<file path="src/rtl/mmu_loader.sv">
//==============================================================================
// Module   : mmu_loader
// Brief    : Bulk-loads the MMU translation table from memory, one descriptor
//            per entry, then restores the MMU fault register.
// Revision : 1.0
//==============================================================================
`default_nettype none

module mmu_loader #(
  parameter int RV   = 16,
  parameter int PA   = RV,
  parameter int VA   = RV,
  parameter int NMMU = 8
) (
  input  logic                 clk,
  input  logic                 reset_n,
  input  logic                 start,
  input  logic [PA-RV/16-1:0]  base_addr,
  input  logic [3:0]           bank_mask,
  output logic                 busy,
  output logic                 done,
  output logic                 mem_req,
  output logic [PA-RV/16-1:0]  mem_addr,
  input  logic                 mem_ack,
  input  logic [RV-1:0]        mem_rdata,
  output logic                 reg_write,
  output logic [RV-1:0]        reg_data,
  input  logic [RV-1:0]        reg_read,
  input  logic                 mmu_fault
);

  localparam int AW = PA - RV/16;
  localparam int PW = $clog2(NMMU);
  localparam int IW = PW + 2;

  typedef enum logic [2:0] {
    S_IDLE    = 3'd0,
    S_SAVE    = 3'd1,
    S_READ    = 3'd2,
    S_SEL     = 3'd3,
    S_ENT     = 3'd4,
    S_RESTORE = 3'd5,
    S_DONE    = 3'd6
  } state_t;

  state_t          state_q, state_d;
  logic [IW-1:0]   idx_q, idx_d;
  logic [AW-1:0]   base_q;
  logic [3:0]      mask_q;
  logic [RV-2:0]   saved_q;
  logic [RV-2:0]   capt_q;

  logic            busy_q, busy_d;
  logic            done_q, done_d;
  logic            mem_req_q, mem_req_d;
  logic [AW-1:0]   mem_addr_q, mem_addr_d;
  logic            reg_write_q, reg_write_d;
  logic [RV-1:0]   reg_data_q, reg_data_d;

  logic [IW:0]     w_inc;
  logic [IW:0]     w_first;
  logic [IW:0]     w_next;
  logic [RV-1:0]   w_sel;

  // Descriptor bit 0 and fault bit 0 are replaced on write; VA only sizes the page field.
  logic            unused_ok;
  assign unused_ok = ^{mem_rdata[0], reg_read[0], VA[0]};

  // Returns {none, index} for the first entry of the lowest enabled bank >= b0.
  function automatic logic [IW:0] first_from(input logic [2:0] b0, input logic [3:0] m);
    logic [IW:0] r;
    r = {1'b1, {IW{1'b0}}};
    for (int b = 3; b >= 0; b--) begin
      if (b >= int'(b0) && m[b]) r = {1'b0, 2'(b), {PW{1'b0}}};
    end
    return r;
  endfunction

  always_comb begin
    state_d     = state_q;
    idx_d       = idx_q;
    w_inc       = {1'b0, idx_q} + (IW+1)'(1);
    w_first     = first_from(3'd0, mask_q);
    w_next      = {1'b1, {IW{1'b0}}};
    w_sel       = '0;
    busy_d      = 1'b0;
    done_d      = 1'b0;
    mem_req_d   = 1'b0;
    mem_addr_d  = mem_addr_q;
    reg_write_d = 1'b0;
    reg_data_d  = reg_data_q;

    if (w_inc[IW]) begin
      w_next = {1'b1, {IW{1'b0}}};
    end else if (w_inc[PW-1:0] != '0) begin
      w_next = w_inc;
    end else begin
      w_next = first_from({1'b0, w_inc[IW-1:PW]}, mask_q);
    end

    case (state_q)
      S_IDLE: begin
        if (start) state_d = (bank_mask != 4'd0) ? S_SAVE : S_DONE;
      end
      S_SAVE: begin
        idx_d   = w_first[IW-1:0];
        state_d = S_READ;
      end
      S_READ: begin
        if (mem_ack) state_d = S_SEL;
      end
      S_SEL: begin
        if (!mmu_fault) state_d = S_ENT;
      end
      S_ENT: begin
        if (!mmu_fault) begin
          if (w_next[IW]) begin
            state_d = S_RESTORE;
          end else begin
            idx_d   = w_next[IW-1:0];
            state_d = S_READ;
          end
        end
      end
      S_RESTORE: begin
        if (!mmu_fault) state_d = S_DONE;
      end
      S_DONE:  state_d = S_IDLE;
      default: state_d = S_IDLE;
    endcase

    // Outputs are registered, so they are decoded from the next state.
    w_sel[RV-1 -: PW] = idx_d[PW-1:0];
    w_sel[3]          = idx_d[PW+1];
    w_sel[2]          = idx_d[PW];

    busy_d      = (state_d != S_IDLE) && (state_d != S_DONE);
    done_d      = (state_d == S_DONE);
    mem_req_d   = (state_d == S_READ);
    reg_write_d = (state_d == S_SEL) || (state_d == S_ENT) || (state_d == S_RESTORE);
    if (state_d == S_READ) mem_addr_d = base_q + AW'(idx_d);

    case (state_d)
      S_SEL:     reg_data_d = w_sel;
      S_ENT:     reg_data_d = {capt_q, 1'b1};
      S_RESTORE: reg_data_d = {saved_q, 1'b0};
      default:   reg_data_d = reg_data_q;
    endcase
  end

  always_ff @(posedge clk or negedge reset_n) begin
    if (!reset_n) begin
      state_q     <= S_IDLE;
      idx_q       <= '0;
      base_q      <= '0;
      mask_q      <= '0;
      saved_q     <= '0;
      capt_q      <= '0;
      busy_q      <= 1'b0;
      done_q      <= 1'b0;
      mem_req_q   <= 1'b0;
      mem_addr_q  <= '0;
      reg_write_q <= 1'b0;
      reg_data_q  <= '0;
    end else begin
      state_q     <= state_d;
      idx_q       <= idx_d;
      busy_q      <= busy_d;
      done_q      <= done_d;
      mem_req_q   <= mem_req_d;
      mem_addr_q  <= mem_addr_d;
      reg_write_q <= reg_write_d;
      reg_data_q  <= reg_data_d;
      if (state_q == S_IDLE && start) begin
        base_q <= base_addr;
        mask_q <= bank_mask;
      end
      if (state_q == S_SAVE) saved_q <= reg_read[RV-1:1];
      if (state_q == S_READ && mem_ack) capt_q <= mem_rdata[RV-1:1];
    end
  end

  assign busy      = busy_q;
  assign done      = done_q;
  assign mem_req   = mem_req_q;
  assign mem_addr  = mem_addr_q;
  assign reg_write = reg_write_q;
  assign reg_data  = reg_data_q;

endmodule

`default_nettype wire

</file>
<file path="config.mk">
export PLATFORM = sky130hd
export DESIGN_NAME = mmu_loader
export DESIGN_NICKNAME = d
export VERILOG_FILES = /design/src/rtl/mmu_loader.sv
export SDC_FILE = /design/constraint.sdc
export NUM_CORES = 1
export LEC_CHECK = 0
export CAP_MARGIN = 20
export CORE_UTILIZATION = 47
export CTS_CLUSTER_DIAMETER = 30
export DETAILED_ROUTE_END_ITERATION = 8
export PLACE_DENSITY = 0.74
export SLEW_MARGIN = 20
export SYNTH_ARGS = -nofsm -noshare
export SYNTH_HDL_FRONTEND = slang
export SYNTH_SLANG_ARGS = --single-unit
</file>
<file path="constraint.sdc">
create_clock -name clk -period 3.9 [get_ports clk]
set_clock_uncertainty 0.05 [all_clocks]
set_input_delay 0.585 -clock clk [delete_from_list [all_inputs] [get_ports clk]]
set_output_delay 0.585 -clock clk [all_outputs]
set_load 0.03 [all_outputs]
</file>
==> flow_metrics.tcl <==
set metrics [dict create \
    status "completed" \
    die_w_um 100.5 \
    antenna_found_initial 0 \
    wirelength_um 10770 \
    yosys_most_used_dff "dfrtp_1" \
    place_congestion 0.8280 \
    ys_seq_area_frac 0.5049 \
    layout.nets 580 \
    clk_path_buf_depth 2 \
    fin_crit_sh 0.9572 \
    grt_max_degree 83 \
    cts_htree_levels 3 \
    report.final.slew_viol_count 0 \
    dpl.cell_count 632 \
    tightestPinTransition_ns 0.7641 \
    path_max_fanout 6 \
    leakage_uw 0.002527 \
    grt-ovfl-total 0 \
    grt_usage 0.2285 \
    initial_core_util 0.4888 \
    cts_root_buf "clkbuf_8" \
    ys_ff_latch 92 \
    clock_latency_ns 0.35 \
    drive_above_1_share 0.2092 \
    dieArea_sq_mm 0.01010 \
    end_kind "flip-flop" \
    firstDrtPassIters 4 \
    async_reset_ff_frac 1.000 \
    core_area_sq_mm 0.009328 \
    grt_pass1_wl_um 17740 \
    path_clk_slew_ns 0.10 \
    max_cap_viol_count 0 \
    final_cell_count_no_fill 650 \
    fmax_ghz 0.2679 \
    syn_to_final_growth_pct 28.98 \
    synth-edff-count 0 \
    dr_total_vias 3513 \
    maxSlewHeadroom 0.4906 \
    worst_r2r_endpoint "mem_addr[12]" \
    yosysTopAreaCellShare 0.5049 \
    port_buffers 88 \
    finalSetupTns_ns 0 \
    drc 0 \
    hold_viol_final 0 \
    yosysWarnings 0 \
    yosys.area.top_type "dfrtp_1" \
    cts_hold_buf 0 \
    synth.distinct_cells 59 \
    ant_nets 0 \
    numClockSinks 92 \
    reg2reg_slack_ns 0.17 \
    io_pins 91 \
    hp-class "in2async" \
    peakVddDrop_v 0.0004047 \
    r2r-start "idx_q[0]" \
    postSynthAreaPerCell_sq_um 11.01 \
    synth_area_sq_mm 0.004559 \
    die_h_um 100.5 \
    postSynthCellCount 414 \
    synth_area_leaders "dfrtp_1 50%, mux2_2 11%, nand2_1 4.6%" \
    p_per_area_mw_per_mm2 868.5 \
    required_ns 4.07 \
    finalSetupViolations 0 \
    grt_pass1_vias 3692 \
    critPathKind "reg2reg" \
    drtIter0Drc 131 \
    cp_data_arrival_time_ns 3.90 \
    startpoint "idx_q[0]" \
    layout_min_cycle_time_ns 3.733 \
    crit_path_start_kind "flip-flop" \
    hpwlAfterDp_um 7482 \
    synth_fp_nets 478 \
    cts_buffers 9 \
    routed_via_density 5.405 \
    antenna_cells 0 \
    rows 35 \
    wl_per_cell_um 16.57 \
    cts_tree "built" \
    ff2ff_path_depth 18 \
]
[cell usage after synthesis, drive strengths merged (2+ instances only)]
master   n
o31a     2
a211oi   3
or2      2
nand4    2
a32oi    6
and3     2
clkbuf   7
nor2b    7
o21ai   41
a21o     5
a22o     2
mux2    50
o211ai   3
a22oi   11
dfrtp   92
nor2    15
nand2b   2
inv     20
nand2   56
nor4     3
and2     2
a31oi    4
nand3    4
buf     13
xnor2   13
ha       7
nor3     5
nor4b    2
a21oi   12
o21a     3
[kinds of logic (layout without fill, tap and decap cells)]
logic type	Yosys count	count (layout)	synth area share
compound gates	103	103	0.1597
xor+xnor	14	14	0.02689
fa+ha+maj	8	8	0.02360
buf+inv	40	147	0.04308
flops	92	92	0.5049
mux	50	50	0.1284
simple gates	107	107	0.1133
[how the worst max path moves through the flow]
stage | endpoint | slack, ns | depth (start not counted)
after detailed placement | mem_addr[6] | 0.09 | 16
after CTS | mem_addr[12] | 0.09 | 16
after floorplan | mem_addr[8] | 0.06 | 15
after global routing | mem_addr[12] | -0.04 | 18
final | mem_addr[12] | 0.17 | 18
after global placement | mem_addr[8] | 0.16 | 16
[layer usage]
metal / track usage / vias to the layer above / share of wire
li1: - / 1660 / -
met2: 0.3772 / 92 / 0.51
met1: 0.2962 / 1740 / 0.42
met4: 0.1070 / 0 / 0.023
met5: 0 / - / 0
met3: 0.03675 / 21 / 0.043
[report_power, final]
group          switching, uW  total [uW]  internal [uW]
clock                    364         690            327
combinational           1380        2630           1250
sequential               362        1790           1430
total                   2100        5110           3000
[layout make-up]
class / instances / area (sq um)
clock buffers: 10 / 137.6
fillers: 774 / 3447
flip-flops and latches: 92 / 2302
inverters: 20 / 75.07
multi-input cells: 282 / 2072
well taps: 129 / 161.4
clock inverters: 6 / 77.57
repair buffers: 111 / 1055
[critical path: stages, from the launching register on]
cell	delay [ns]
dfrtp_1	0.39
ha_1	0.28
and3b_1	0.19
o211ai_1	0.26
a21o_1	0.23
o21a_1	0.15
nor2_1	0.07
nand2_1	0.07
o21ai_0	0.10
ha_1	0.23
fa_1	0.41
a21o_1	0.20
a21oi_1	0.21
nor2b_1	0.10
o21ai_2	0.17
buf_4	0.16
nor3_1	0.05
xnor2_1	0.16
o21ai_1	0.10
[what timing repair did]
item | 4_1_cts | 5_1_grt
endpoints found under the hold margin | 0 | 0
resized for setup | 0 | 4
setup buffers | 0 | 2
endpoints found under the setup margin | 0 | 9
[sequential cells by signal, summed over array words and instances (netlist names), 3 cells and up]
register  count
base_q       15
mask_q        4
saved_q      15
state_q       3
reg_data     16
idx_q         5
capt_q       15
mem_addr     15
[layout by cell type (no fill, tap or decap), types with 2 or more instances in the layout]
cell             instances
nand4_1                  2
a21o_1                   5
inv_1                   19
buf_4                   23
mux2_2                  44
clkbuf_8                10
and2_1                   2
a31oi_1                  4
a22o_1                   2
a22oi_2                  9
or2_1                    2
nand2b_1                 2
o211ai_1                 3
a32oi_1                  5
nor2_1                  15
o21a_1                   3
nand2_1                 56
o21ai_0                 29
a211oi_1                 2
o31a_1                   2
dfrtp_1                 92
ha_1                     7
nor4_1                   3
nor2b_1                  6
nor3_1                   4
and3_1                   2
xnor2_1                 13
o21ai_1                 11
a22oi_1                  2
mux2_4                   6
clkdlybuf4s50_1         87
nand3_1                  3
a21oi_1                 11
inv_8                    2
[per-stage QoR]
step	util	total power (uW)	setup slack [ns]	hold slack, ns	instance area, sq um
4_1_cts	0.6278	5110	0.09211	0.3787	5856
3_3_place_gp	0.6047	4322	0.1574	0.4034	5640
2_1_floorplan	-	3547	0.05794	0.2394	4559
3_5_place_dp	0.6047	4408	0.08529	0.4047	5640
5_1_grt	0.6304	5439	-0.03776	0.2563	5881
6_report	0.6304	5107	0.1669	0.2068	5881
Power figures use the tool's default switching activity.
